**config.mk**
```make
export PLATFORM = sky130hd
export DESIGN_NAME = seg7_scan_decoder
export DESIGN_NICKNAME = d
export VERILOG_FILES = /design/src/rtl/seg7_scan_decoder.sv
export SDC_FILE = /design/constraint.sdc
export NUM_CORES = 1
export LEC_CHECK = 0
export CAP_MARGIN = 15
export CELL_PAD_IN_SITES_DETAIL_PLACEMENT = 0
export CELL_PAD_IN_SITES_GLOBAL_PLACEMENT = 1
export CORE_ASPECT_RATIO = 0.75
export CORE_MARGIN = 2
export CORE_UTILIZATION = 45
export CTS_CLUSTER_SIZE = 40
export DETAILED_ROUTE_END_ITERATION = 6
export PLACE_DENSITY_LB_ADDON = 0.25
export SLEW_MARGIN = 20
export SYNTH_ARGS = -nofsm -noshare
export SYNTH_HDL_FRONTEND = slang
export SYNTH_SLANG_ARGS = --single-unit
```
**constraint.sdc**
```tcl
create_clock -name clk -period 6.07 [get_ports clk]
set_input_delay 0.9105 -clock clk [delete_from_list [all_inputs] [get_ports clk]]
set_output_delay 0.9105 -clock clk [all_outputs]
set_load 0.03 [all_outputs]
```
**src/rtl/seg7_scan_decoder.sv**
```systemverilog
// Recovers BCD digits and decimal points from a multiplexed 7-segment bus.
// Each (select, pattern, polarity) sample must repeat STABLE_CYCLES times before it is committed.
module seg7_scan_decoder #(
  parameter int NUM_DIGITS    = 4,
  parameter int STABLE_CYCLES = 4
) (
  input  logic                    clk,
  input  logic                    rst,
  input  logic [7:0]              seg_in,
  input  logic [NUM_DIGITS-1:0]   sel_in,
  input  logic                    inv,
  output logic [4*NUM_DIGITS-1:0] bcd_out,
  output logic [NUM_DIGITS-1:0]   dp_out,
  output logic [NUM_DIGITS-1:0]   valid,
  output logic                    upd_stb,
  output logic [2:0]              upd_idx,
  output logic                    err
);

  typedef enum logic [1:0] {IDLE, TRACK, LOCKED} state_t;

  localparam logic [3:0] STABLE_C = 4'(STABLE_CYCLES);

  // Returns {known_digit, blank, value}.
  function automatic logic [5:0] decode7(input logic [6:0] p);
    case (p)
      7'b0111111: decode7 = {2'b10, 4'd0};
      7'b0000110: decode7 = {2'b10, 4'd1};
      7'b1011011: decode7 = {2'b10, 4'd2};
      7'b1001111: decode7 = {2'b10, 4'd3};
      7'b1100110: decode7 = {2'b10, 4'd4};
      7'b1101101: decode7 = {2'b10, 4'd5};
      7'b1111101: decode7 = {2'b10, 4'd6};
      7'b0000111: decode7 = {2'b10, 4'd7};
      7'b1111111: decode7 = {2'b10, 4'd8};
      7'b1101111: decode7 = {2'b10, 4'd9};
      7'b0000000: decode7 = {2'b01, 4'hF};
      default:    decode7 = {2'b00, 4'hF};
    endcase
  endfunction

  logic [7:0]              seg_q;
  logic [NUM_DIGITS-1:0]   sel_q;
  logic                    inv_q;

  state_t                  state_q, state_d;
  logic [3:0]              cnt_q, cnt_d;
  logic [7:0]              cand_seg_q, cand_seg_d;
  logic [NUM_DIGITS-1:0]   cand_sel_q, cand_sel_d;
  logic                    cand_inv_q, cand_inv_d;

  logic [4*NUM_DIGITS-1:0] bcd_q, bcd_d;
  logic [NUM_DIGITS-1:0]   dp_q, dp_d;
  logic [NUM_DIGITS-1:0]   valid_q, valid_d;
  logic                    upd_stb_q, upd_stb_d;
  logic [2:0]              upd_idx_q, upd_idx_d;
  logic                    err_q, err_d;

  logic [3:0]              sel_ones;
  logic [2:0]              sel_idx;
  logic                    is_idle, is_digit, is_illegal, match;
  logic [7:0]              lit;
  logic [5:0]              dec;
  logic                    take, commit, illegal_err;

  // Input stage: single register, then classify the registered sample
  always_ff @(posedge clk) begin
    if (rst) begin
      seg_q <= '0;
      sel_q <= '0;
      inv_q <= 1'b0;
    end else begin
      seg_q <= seg_in;
      sel_q <= sel_in;
      inv_q <= inv;
    end
  end

  always_comb begin
    sel_ones = '0;
    sel_idx  = '0;
    for (int i = 0; i < NUM_DIGITS; i++) begin
      if (sel_q[i]) begin
        sel_ones = sel_ones + 4'd1;
        sel_idx  = 3'(i);
      end
    end
  end

  assign is_idle    = (sel_q == '0);
  assign is_digit   = (sel_ones == 4'd1);
  assign is_illegal = !is_idle && !is_digit;
  assign match      = (sel_q == cand_sel_q) && (seg_q == cand_seg_q) && (inv_q == cand_inv_q);
  assign lit        = inv_q ? seg_q : ~seg_q;
  assign dec        = decode7(lit[6:0]);

  // Stability tracker
  always_comb begin
    state_d     = state_q;
    cnt_d       = cnt_q;
    cand_seg_d  = cand_seg_q;
    cand_sel_d  = cand_sel_q;
    cand_inv_d  = cand_inv_q;
    take        = 1'b0;
    commit      = 1'b0;
    illegal_err = 1'b0;
    case (state_q)
      IDLE: begin
        if (is_digit)        take        = 1'b1;
        else if (is_illegal) illegal_err = 1'b1;
      end
      TRACK, LOCKED: begin
        if (match) begin
          if (state_q == TRACK) begin
            if (cnt_q + 4'd1 == STABLE_C) begin
              cnt_d   = STABLE_C;
              commit  = 1'b1;
              state_d = LOCKED;
            end else begin
              cnt_d = cnt_q + 4'd1;
            end
          end
        end else if (is_digit) begin
          take = 1'b1;
        end else begin
          illegal_err = is_illegal;
          state_d     = IDLE;
        end
      end
      default: state_d = IDLE;
    endcase
    if (take) begin
      cand_seg_d = seg_q;
      cand_sel_d = sel_q;
      cand_inv_d = inv_q;
      cnt_d      = 4'd1;
      if (STABLE_C == 4'd1) begin
        commit  = 1'b1;
        state_d = LOCKED;
      end else begin
        state_d = TRACK;
      end
    end
  end

  // Commit into the per-digit output registers
  always_comb begin
    bcd_d     = bcd_q;
    dp_d      = dp_q;
    valid_d   = valid_q;
    upd_stb_d = 1'b0;
    upd_idx_d = upd_idx_q;
    err_d     = illegal_err;
    if (commit) begin
      if (dec[5] || dec[4]) begin
        upd_stb_d = 1'b1;
        upd_idx_d = sel_idx;
      end else begin
        err_d = 1'b1;
      end
      for (int i = 0; i < NUM_DIGITS; i++) begin
        if (sel_idx == 3'(i)) begin
          valid_d[i] = dec[5];
          if (dec[5] || dec[4]) begin
            bcd_d[4*i +: 4] = dec[3:0];
            dp_d[i]         = lit[7];
          end
        end
      end
    end
  end

  always_ff @(posedge clk) begin
    if (rst) begin
      state_q    <= IDLE;
      cnt_q      <= '0;
      cand_seg_q <= '0;
      cand_sel_q <= '0;
      cand_inv_q <= 1'b0;
      bcd_q      <= '1;
      dp_q       <= '0;
      valid_q    <= '0;
      upd_stb_q  <= 1'b0;
      upd_idx_q  <= '0;
      err_q      <= 1'b0;
    end else begin
      state_q    <= state_d;
      cnt_q      <= cnt_d;
      cand_seg_q <= cand_seg_d;
      cand_sel_q <= cand_sel_d;
      cand_inv_q <= cand_inv_d;
      bcd_q      <= bcd_d;
      dp_q       <= dp_d;
      valid_q    <= valid_d;
      upd_stb_q  <= upd_stb_d;
      upd_idx_q  <= upd_idx_d;
      err_q      <= err_d;
    end
  end

  assign bcd_out = bcd_q;
  assign dp_out  = dp_q;
  assign valid   = valid_q;
  assign upd_stb = upd_stb_q;
  assign upd_idx = upd_idx_q;
  assign err     = err_q;

endmodule

```
# After elaboration in Yosys (flattened, before gate mapping)
# Cells that the tools add are included.
# op_classes
addsub	4
eq_ne	27
n_mux	35
bitwise_logic	3
n_reduce_logical	29
# ops
cell	n
$pmux W6 S11	1
$eq A7 B7 Y1 const B	7
$mux W1	20
$reduce_and A3 Y1	6
$add A4 B1 Y4 const B	4
$mux W4	4
$eq A7 B3 Y1 const B	2
$ne A4 B4 Y1 const B	3
$reduce_and A2 Y1	5
$ne A3 B3 Y1 const B	3
$eq A8 B8 Y1	1
$mux W2	4
$mux W8	1
$not A8 Y8	1
$reduce_and A4 Y1	2
$eq A7 B6 Y1 const B	1
$logic_not A7 Y1	1
$eq A3 B2 Y1 const B	2
$mux W3	2
$reduce_bool A2 Y1	3
$reduce_or A2 Y1	3
$eq A4 B1 Y1 const B	1
$eq A4 B3 Y1 const B	1
$eq A4 B4 Y1	1
14 further kinds	19
# totals
word_cells	123
ff_bits	61

# Depth between registers and ports, before layout
# Gate-level depths: netlist (run 1).
# logic_depth
ltp_word	15
ltp_mapped	11
ltp_nobuf	10

# Worst setup path before layout (run 1)
# Ideal clock, no wire load.
# synth_timing
path_kind	register -> register
from	reg sel_q[1]
to	reg cand_seg_q[5]
arrival_ns	2.234
setup_slack_ns	3.709
setup_time_ns	0.128
synth_period_minus_slack_ns	2.361
t_required_ns	5.942
path_stages_with_launch	11
path_cell_list	dfxtp_1 inv_1 ha_1 xor2_1 ha_1 o21ai_0 o211a_1 o211ai_2 buf_4 mux2i_1 nor2_1
# synth_via
elab_chain_len	9
elab_cells_between_ends	12
classes_between	add/sub: 2; eq/ne: 2; mux: 6; reduce/logical: 2
# synth_lines
element	line_no	rtl
from (decl)	43	logic [NUM_DIGITS-1:0] sel_q;
from (signal assigned)	74	sel_q <= sel_in;
$mux W4	83	if (sel_q[i]) begin
$add A4 B1 Y4	84	sel_ones = sel_ones + 4'd1;
$mux W4	83	
$add A4 B1 Y4	84	
$mux W4	83	
$eq A4 B1 Y1	91	assign is_digit = (sel_ones == 4'd1);
$mux W1	109, 123	
$mux W1	113	if (match) begin
$pmux W1 S2 (*)	107	case (state_q)
to (signal assigned)	189	cand_seg_q <= cand_seg_d;
to (decl)	48	logic [7:0] cand_seg_q, cand_seg_d;
# Mark *: on every way between the ends. The rest lies on a longest branch, timed or not.
# A chain may end at the register's enable or synchronous reset.

# Worst setup path in the final report (run 1)
# layout_timing
from	reg sel_q[1]
to	reg cnt_q[0]
# layout_via
elab_chain_len	11
elab_cells_between_ends	17
classes_between	add/sub: 2; eq/ne: 2; mux: 7; reduce/logical: 6
# layout_lines
element	line_no	rtl
$mux W4	83	
$add A4 B1 Y4	84	
$mux W4	83	
$add A4 B1 Y4	84	
$mux W4	83	
$eq A4 B1 Y1	91	
$mux W1	109, 123	
$mux W1	113	
$pmux W1 S2	107	
$reduce_bool A2 Y1 (no source line)	--	
$reduce_and A3 Y1 (no source line)	--	
to (signal assigned)	188	cnt_q <= cnt_d;
to (decl)	47	logic [3:0] cnt_q, cnt_d;
# Several ways; a longest one is shown, not always the timed one.

==> qor.tcl, run 1 <==
set qor(outcome) {finished, final reports clean}
set qor(crit_path_frequent_cell) {sky130_fd_sc_hd__ha_1}
set qor(synth_edf_count) 0
set qor(grt_use_total_pct) 19.18
set qor(cts_htree_levels) 3
set qor(routed-via-count) 2523
set qor(wl_um) 6756
set qor(number_of_nets_produced_by_synthesis) 381
set qor(crit_path_top_delay_cell) {sky130_fd_sc_hd__dfxtp_1}
set qor(synth.ff_latch_count) 60
set qor(synth_cell_types) 58
set qor(cp_startpoint_kind) {flip-flop}
set qor(die-height_um) 77.08
set qor(synth.largest_area_cell) {sky130_fd_sc_hd__dfxtp_1}
set qor(routedWlPerCell_um) 13.76
set qor(tritoncts) {built}
set qor(clkSlewWorstSetupHoldPaths_ns) 0.07
set qor(dieArea_sq_um) 7819
set qor(drt-initial-drc-count) 119
set qor(clock_sink_count) 60
set qor(yosysMostFrequentCell) {sky130_fd_sc_hd__dfxtp_1}
set qor(synth_area_sq_um) 3204
set qor(first_global_vias) 2387
set qor(critPathMaxStageDelay_ns) 0.46
set qor(ys_seq_area_share_pct) 37.49
set qor(critPathCaptureType) {flip-flop}
set qor(first_pass_iters) 4
set qor(asyncSetResetFlopFracSynth_pct) 0
set qor(synthTopCellsByCount) {60 x sky130_fd_sc_hd__dfxtp_1, 49 x sky130_fd_sc_hd__nor2_1, 38 x sky130_fd_sc_hd__mux2i_1}
set qor(antenna_cells) 0
set qor(yosys-top-cells-area) {sky130_fd_sc_hd__dfxtp_1 37%, sky130_fd_sc_hd__mux2i_1 12%, sky130_fd_sc_hd__nor2_1 5.7%}
set qor(placed_cells) 476
set qor(max_cap_viol_count) 0
set qor(worst_ir_drop_vdd_mv) 0.1220
set qor(design_power_total_uw) 974.7
set qor(floorplan.initialDensity_pct) 46.68
set qor(data_required_time_at_the_worst_endpoint_ns) 6.34
set qor(share_of_the_clock_period_used_by_the_worst_path_pct) 47.45
set qor(timing.hold.worst.class) {reg2reg}
set qor(core-area_sq_um) 6864
set qor(period_needed_ns) 2.880
set qor(slew_headroom_pct) 36.17
set qor(ctsHoldBuffers) 0
set qor(final_max_slew_viol_count) 0
set qor(setup_viol_count_final) 0
set qor(remaining_drc_errors) 0
set qor(boundaryPins) 44
set qor(number_of_nets_with_antenna_violations_after_detailed_routing) 0
set qor(cts_resized) 0
set qor(dieWidth_um) 101.4
set qor(rsz0062_at_grt) {no}
set qor(hpwl_dp_um) 4797
set qor(cts_made_buffers) 9
set qor(ctsRootBufferMaster) {sky130_fd_sc_hd__clkbuf_8}
set qor(post_layout_nonfiller_instances) 491
set qor(layout-area-overhead-vs-synth_pct) 20.19
set qor(grt_overflow_total) 0
set qor(achievable-frequency_ghz) 0.3472
set qor(antenna_found_initial) 0
set qor(portBuffers) 42
set qor(global_route_wire_length_before_repair_um) 11750
set qor(synthesized_instance_count) 358
set qor(count_of_yosys_warnings_during_synthesis) 0
set qor(peak_fanout_along_the_critical_path) 14
set qor(finalWeightedCongestion) 0.8589
set qor(drive_gt1_share_pct) 9.160
set qor(rows) 26
set qor(final.setup.tns_ns) 0
set qor(routed_via_density) 5.138
set qor(clkLatencyLatePin_ns) 0.34
set qor(critical_path_class) {reg2reg}
set qor(cellLeakagePower_uw) 0.001611
set qor(grt_max_degree) 66
set qor(synth_area_per_inst_sq_um) 8.951
set qor(dp_slack_ns) 3.216
set qor(final-hold-violation-count) 0
set qor(skew_ns) 0.004499
set qor(timing_worst_slew_pin_value_ns) 0.9546
set qor(arrival_time_at_the_worst_endpoint_ns) 3.15
set qor(postLayoutSetupSlackWorst_ns) 3.190
set qor(p_per_area_nw_per_um2) 253.1
set qor(post_cts.repair.setup_buffers) 0
set qor(post_layout_net_count) 412
set qor(synth_flop_cell) {sky130_fd_sc_hd__dfxtp_1}
set qor(layout.core_utilization_pct) 56.11
set qor(yosysTopAreaCellShare_pct) 37.49
set qor(clk_path_buf_depth) 2
set qor(timing.critical_path.cells) {inv_1 -> ha_1 -> xor2_1 -> ha_1 -> o21ai_0 -> o211a_1 -> o211ai_2 -> a22o_1 -> a21oi_1}
-- cell families (layout without fill, tap and decap cells) --
group,count (synthesis),after routing,share of synthesized area [%]
xor gates and xnor gates,18,18,4.920
DFF,60,60,37.49
other,1,1,0.1170
muxes,38,38,11.87
AOI/OAI and AO/OA,50,50,12.18
buffers and inverters,39,74,5.740
and+or+nand+nor,144,144,24.56
adders and majority gates,8,8,3.124
-- worst paths after layout --
path	startpoint	to	slack [ns]	cells past startpoint
max reg2reg	sel_q[1]	cnt_q[0]	3.19	9
min	upd_idx[1]	upd_idx[1]	0.46	2
max	sel_q[1]	cnt_q[0]	3.19	9
min reg2reg	upd_idx[1]	upd_idx[1]	0.46	2
-- worst max-delay path: cells and delay by family, from the launching register on --
kind            cells  cell delay (ns)
compound gates      5             1.41
fa+ha+maj           2             0.63
flops               1             0.46
xor+xnor            1             0.17
buf+inv             1             0.12
-- layout by cell type (no fill, tap or decap), types with 2 or more instances in the layout --
cell type and n:
sky130_fd_sc_hd__a211oi_1 5, sky130_fd_sc_hd__a21o_1 2, sky130_fd_sc_hd__a21oi_1 7, sky130_fd_sc_hd__a2bb2oi_1 2
sky130_fd_sc_hd__a31o_2 2, sky130_fd_sc_hd__a31oi_1 2, sky130_fd_sc_hd__and3_1 3, sky130_fd_sc_hd__and3b_1 3
sky130_fd_sc_hd__bufinv_16 2, sky130_fd_sc_hd__clkbuf_8 11, sky130_fd_sc_hd__clkdlybuf4s50_1 41, sky130_fd_sc_hd__dfxtp_1 60
sky130_fd_sc_hd__ha_1 8, sky130_fd_sc_hd__inv_1 16, sky130_fd_sc_hd__mux2i_1 38, sky130_fd_sc_hd__nand2_1 11
sky130_fd_sc_hd__nand2b_1 8, sky130_fd_sc_hd__nand3_1 8, sky130_fd_sc_hd__nand4_1 4, sky130_fd_sc_hd__nor2_1 49
sky130_fd_sc_hd__nor2b_1 16, sky130_fd_sc_hd__nor3_1 16, sky130_fd_sc_hd__nor3b_1 2, sky130_fd_sc_hd__nor4_1 2
sky130_fd_sc_hd__nor4_2 3, sky130_fd_sc_hd__o211ai_1 2, sky130_fd_sc_hd__o21ai_0 8, sky130_fd_sc_hd__o21ai_1 2
sky130_fd_sc_hd__o21ai_4 3, sky130_fd_sc_hd__o22ai_1 3, sky130_fd_sc_hd__or2_2 4, sky130_fd_sc_hd__or2b_1 2
sky130_fd_sc_hd__or3_1 3, sky130_fd_sc_hd__or4_1 2, sky130_fd_sc_hd__xnor2_1 4, sky130_fd_sc_hd__xor2_1 14
-- flip-flops by register name, summed over array words and instances, names as in the netlist --
name,count
seg_q,8
state_q,2
bcd_out,16
cand_inv_q,1
inv_q,1
err,1
upd_stb,1
cand_seg_q,8
cand_sel_q,4
valid,4
upd_idx,2
cnt_q,4
dp_out,4
sel_q,4
-- metal layers --
layer  vias to the layer above  wire length [um]  track usage, %
met5                         -                 0               0
met4                         0                34           5.811
met3                         4               383           6.746
met2                        54              3014           27.62
met1                      1160              3324           26.77
li1                       1305                 -               -
-- final cells by class --
type | instances | area [sq um]
multi-input cells | 259 | 1821
inverters | 16 | 60.06
repair buffers | 43 | 422.9
well taps | 98 | 122.6
fillers | 660 | 3013
clock inverters | 4 | 72.57
clock buffers | 11 | 151.4
flip-flops and latches | 60 | 1201
-- metrics by stage --
| step | hold slack [ns] | instance area, sq um |
|---|---|---|
| detailed placement | 0.4500 | 3626 |
| global placement | 0.4449 | 3626 |
| global route | 0.4990 | 3851 |
| CTS | 0.4604 | 3850 |
| finish | 0.4552 | 3851 |
| floorplan | 0.4797 | 3204 |
-- power by group --
part | internal (uW) | leakage [uW] | total (uW) | switching, uW
Clock | 250 | 0.000111 | 410 | 160
Sequential | 408 | 0.000489 | 427 | 19.2
Combinational | 59.2 | 0.00101 | 137 | 78.2
Total | 718 | 0.00161 | 975 | 257
Power figures use the tool's default switching activity.
==> run 2: changes to the inputs <==
--- a/config.mk
+++ b/config.mk
@@ -10,7 +10,7 @@
 export CELL_PAD_IN_SITES_GLOBAL_PLACEMENT = 1
 export CORE_ASPECT_RATIO = 0.75
 export CORE_MARGIN = 2
-export CORE_UTILIZATION = 45
+export CORE_UTILIZATION = 42
 export CTS_CLUSTER_SIZE = 40
 export DETAILED_ROUTE_END_ITERATION = 6
 export PLACE_DENSITY_LB_ADDON = 0.25
==> constraint.sdc (replaced) <==
create_clock -name clk -period 2.7 [get_ports clk]
set_input_delay 0.405 -clock clk [delete_from_list [all_inputs] [get_ports clk]]
set_output_delay 0.405 -clock clk [all_outputs]
set_load 0.03 [all_outputs]
==> run 2 against run 1 <==
Clock power is 88% higher. Sequential power is 120% higher. Setup slack worse by 3.0 ns. Largest power group unchanged. Highest routed layer unchanged.
==> qor.tcl, run 2 (synthesis results as in run 1) <==
set qor(outcome) {finished, final reports clean} ;# unchanged
set qor(arrival_time_at_the_worst_endpoint_ns) 2.77 ;# was 3.15 ns
set qor(worstRegToRegCells) 6 ;# was 9
set qor(antenna_cells) 0 ;# unchanged
set qor(rows) 27 ;# was 26
set qor(largest_reg_flops) 16 ;# unchanged
set qor(global_route_wire_length_before_repair_um) 11870 ;# was 11750 um
set qor(remaining_drc_errors) 0 ;# unchanged
set qor(grt_overflow_total) 0 ;# unchanged
set qor(worstReg2RegEnd) {dp_out[1]} ;# was cnt_q[0]
set qor(share_of_the_clock_period_used_by_the_worst_path_pct) 92.75 ;# was 47.45%
set qor(layout-area-overhead-vs-synth_pct) 22.14 ;# was 20.19%
set qor(cts_htree_levels) 3 ;# unchanged
set qor(routed_via_density) 5.093 ;# was 5.138
set qor(skew_ns) 0.007351 ;# was 0.004499 ns
set qor(clk_path_buf_depth) 2 ;# unchanged
set qor(cp_startpoint_kind) {flip-flop} ;# unchanged
set qor(wl_um) 7153 ;# was 6756 um
set qor(hpwl_dp_um) 5245 ;# was 4797 um
set qor(portBuffers) 42 ;# unchanged
set qor(post_layout_nonfiller_instances) 508 ;# was 491
set qor(worst_ir_drop_vdd_mv) 0.2859 ;# was 0.1220 mV
set qor(timing_worst_slew_pin_value_ns) 0.6537 ;# was 0.9546 ns
set qor(achievable-frequency_ghz) 0.3993 ;# was 0.3472 GHz
set qor(timing.critical_path.cells) {nor2_1 -> and4_1 -> a211o_1 -> or4_1 -> o21ai_4 -> mux2i_1} ;# was inv_1 -> ha_1 -> xor2_1 -> ha_1 -> o21ai_0 -> o211a_1 -> o211ai_2 -> a22o_1 -> a21oi_1
set qor(setup_viol_count_final) 0 ;# unchanged
set qor(worst_hold_path.endpoint) {upd_idx[1]} ;# unchanged
set qor(period_needed_ns) 2.504 ;# was 2.880 ns
set qor(die-height_um) 79.65 ;# was 77.08 um
set qor(clock_sink_count) 60 ;# unchanged
set qor(routedWlPerCell_um) 14.08 ;# was 13.76 um
set qor(data_required_time_at_the_worst_endpoint_ns) 2.97 ;# was 6.34 ns
set qor(placed_cells) 491 ;# was 476
set qor(critPathCaptureType) {flip-flop} ;# unchanged
set qor(floorplan.initialDensity_pct) 43.51 ;# was 46.68%
set qor(r2r_slack_ns) 0.20 ;# was 3.19 ns
set qor(ctsRootBufferMaster) {sky130_fd_sc_hd__clkbuf_8} ;# unchanged
set qor(final.setup.tns_ns) 0 ;# unchanged
set qor(crit_path_top_delay_cell) {sky130_fd_sc_hd__or4_1} ;# was sky130_fd_sc_hd__dfxtp_1
set qor(grt_max_degree) 45 ;# was 66
set qor(whs_path_depth) 2 ;# unchanged
set qor(grt_use_total_pct) 18.14 ;# was 19.18%
set qor(critical_path_class) {reg2reg} ;# unchanged
set qor(timing.hold.worst.class) {reg2reg} ;# unchanged
set qor(antenna_found_initial) 0 ;# unchanged
set qor(boundaryPins) 44 ;# unchanged
set qor(drive_gt1_share_pct) 12.29 ;# was 9.160%
set qor(cellLeakagePower_uw) 0.001659 ;# was 0.001611 uW
set qor(number_of_nets_with_antenna_violations_after_detailed_routing) 0 ;# unchanged
set qor(drt-initial-drc-count) 77 ;# was 119
set qor(first_pass_iters) 4 ;# unchanged
set qor(first_global_vias) 2462 ;# was 2387
set qor(peak_fanout_along_the_critical_path) 10 ;# was 14
set qor(dieWidth_um) 104.9 ;# was 101.4 um
set qor(max_cap_viol_count) 0 ;# unchanged
set qor(final-hold-violation-count) 0 ;# unchanged
set qor(dieArea_sq_um) 8352 ;# was 7819 sq um
set qor(p_per_area_nw_per_um2) 527.5 ;# was 253.1 nW/um^2
set qor(r2r-start) {seg_q[0]} ;# was sel_q[1]
set qor(tritoncts) {built} ;# unchanged
set qor(clkSlewWorstSetupHoldPaths_ns) 0.07 ;# about the same
set qor(slew_headroom_pct) 56.06 ;# was 36.17%
set qor(clkLatencyLatePin_ns) 0.34 ;# about the same
set qor(core-area_sq_um) 7365 ;# was 6864 sq um
set qor(critPathMaxStageDelay_ns) 0.59 ;# was 0.46 ns
set qor(routed-via-count) 2587 ;# was 2523
set qor(cts_made_buffers) 9 ;# unchanged
set qor(layout.cells.most_common) {sky130_fd_sc_hd__dfxtp_1} ;# unchanged
set qor(finalWeightedCongestion) 0.8785 ;# was 0.8589
set qor(post_layout_net_count) 425 ;# was 412
set qor(filler_cell_count) 736 ;# was 660
set qor(worstHoldStart) {upd_idx[1]} ;# unchanged
set qor(final_max_slew_viol_count) 0 ;# unchanged
set qor(rsz0062_at_grt) {no} ;# unchanged
set qor(final_cell_mix) {58 x sky130_fd_sc_hd__dfxtp_1, 49 x sky130_fd_sc_hd__nor2_1, 41 x sky130_fd_sc_hd__clkdlybuf4s50_1} ;# was 60 x sky130_fd_sc_hd__dfxtp_1, 49 x sky130_fd_sc_hd__nor2_1, 41 x sky130_fd_sc_hd__clkdlybuf4s50_1
run 2: cell count changes in the layout (fill, tap and decap cells not counted), sizes merged:
| cell | before | now |
|---|---|---|
| bufinv | 2 | 1 |
| clkinv | 1 | 3 |
| buf | 2 | 15 |
run 2: routing by layer:
metal	up-vias	track usage (%)	part of all wire, %
li1	1332	-	-
met1	1185	23.78	50
met2	60	28.51	44
met3	10	6.204	4.8
met4	0	5.067	1.4
met5	-	0	0
run 2: how the worst max path moves through the flow:
stage	end	cells past startpoint	startpoint	slack, ns
3_3_place_gp	cand_sel_q[0]	10	sel_q[1]	0.11
3_5_place_dp	cand_sel_q[0]	10	sel_q[1]	0.08
2_1_floorplan	cand_seg_q[5]	10	sel_q[1]	0.34
4_1_cts	cand_sel_q[0]	10	sel_q[1]	0.06
5_1_grt	bcd_out[9]	6	seg_q[3]	0.002
6_report	dp_out[1]	6	seg_q[0]	0.20
run 2: power breakdown:
| part | internal, uW | total, uW | leakage, uW | switching [uW] |
|---|---|---|---|---|
| sequential | 917 | 959 | 0.000490 | 41.7 |
| clock | 422 | 772 | 0.0000931 | 350 |
| combinational | 147 | 334 | 0.00108 | 187 |
| total | 1490 | 2060 | 0.00166 | 578 |
run 2: cell type report:
cell class / count / area (sq um) / area share (%)
Clock inverter: 5 / 52.55 / 1.343
Tap cell: 101 / 126.4 / 3.229
Inverter: 16 / 60.06 / 1.535
Sequential cell: 60 / 1204 / 30.75
Multi-Input combinational cell: 259 / 1819 / 46.48
Timing Repair Buffer: 56 / 520.5 / 13.30
Clock buffer: 11 / 131.4 / 3.357
run 2: metrics by stage:
stage	total power, uW	worst slack, ns	hold slack [ns]	instance area, sq um	util [%]
floorplan	1221	0.3387	0.4797	3204	-
global placement	1302	0.1139	0.4487	3720	50.51
detailed placement	1307	0.07792	0.4570	3720	50.51
CTS	2089	0.06028	0.4675	3904	53.01
global route	2176	0.002232	0.4990	3914	53.14
finish	2064	0.1957	0.4581	3914	53.14
run 2: worst max-delay path: cells and delay by family, from the launching register on:
kind             cells  cell delay (ns)
AO/OA/AOI/OAI        2             0.65
flip-flops           1             0.55
multiplexers         1             0.22
AND/OR/NAND/NOR      3             1.00
run 2: what timing repair did:
item                                    in CTS  in global routing
gates resized for setup                      0                  3
buffers inserted                             0                  1
endpoints found under the setup margin       0                 28
hold buffers                                 0                  0
endpoints found under the hold margin        0                  0
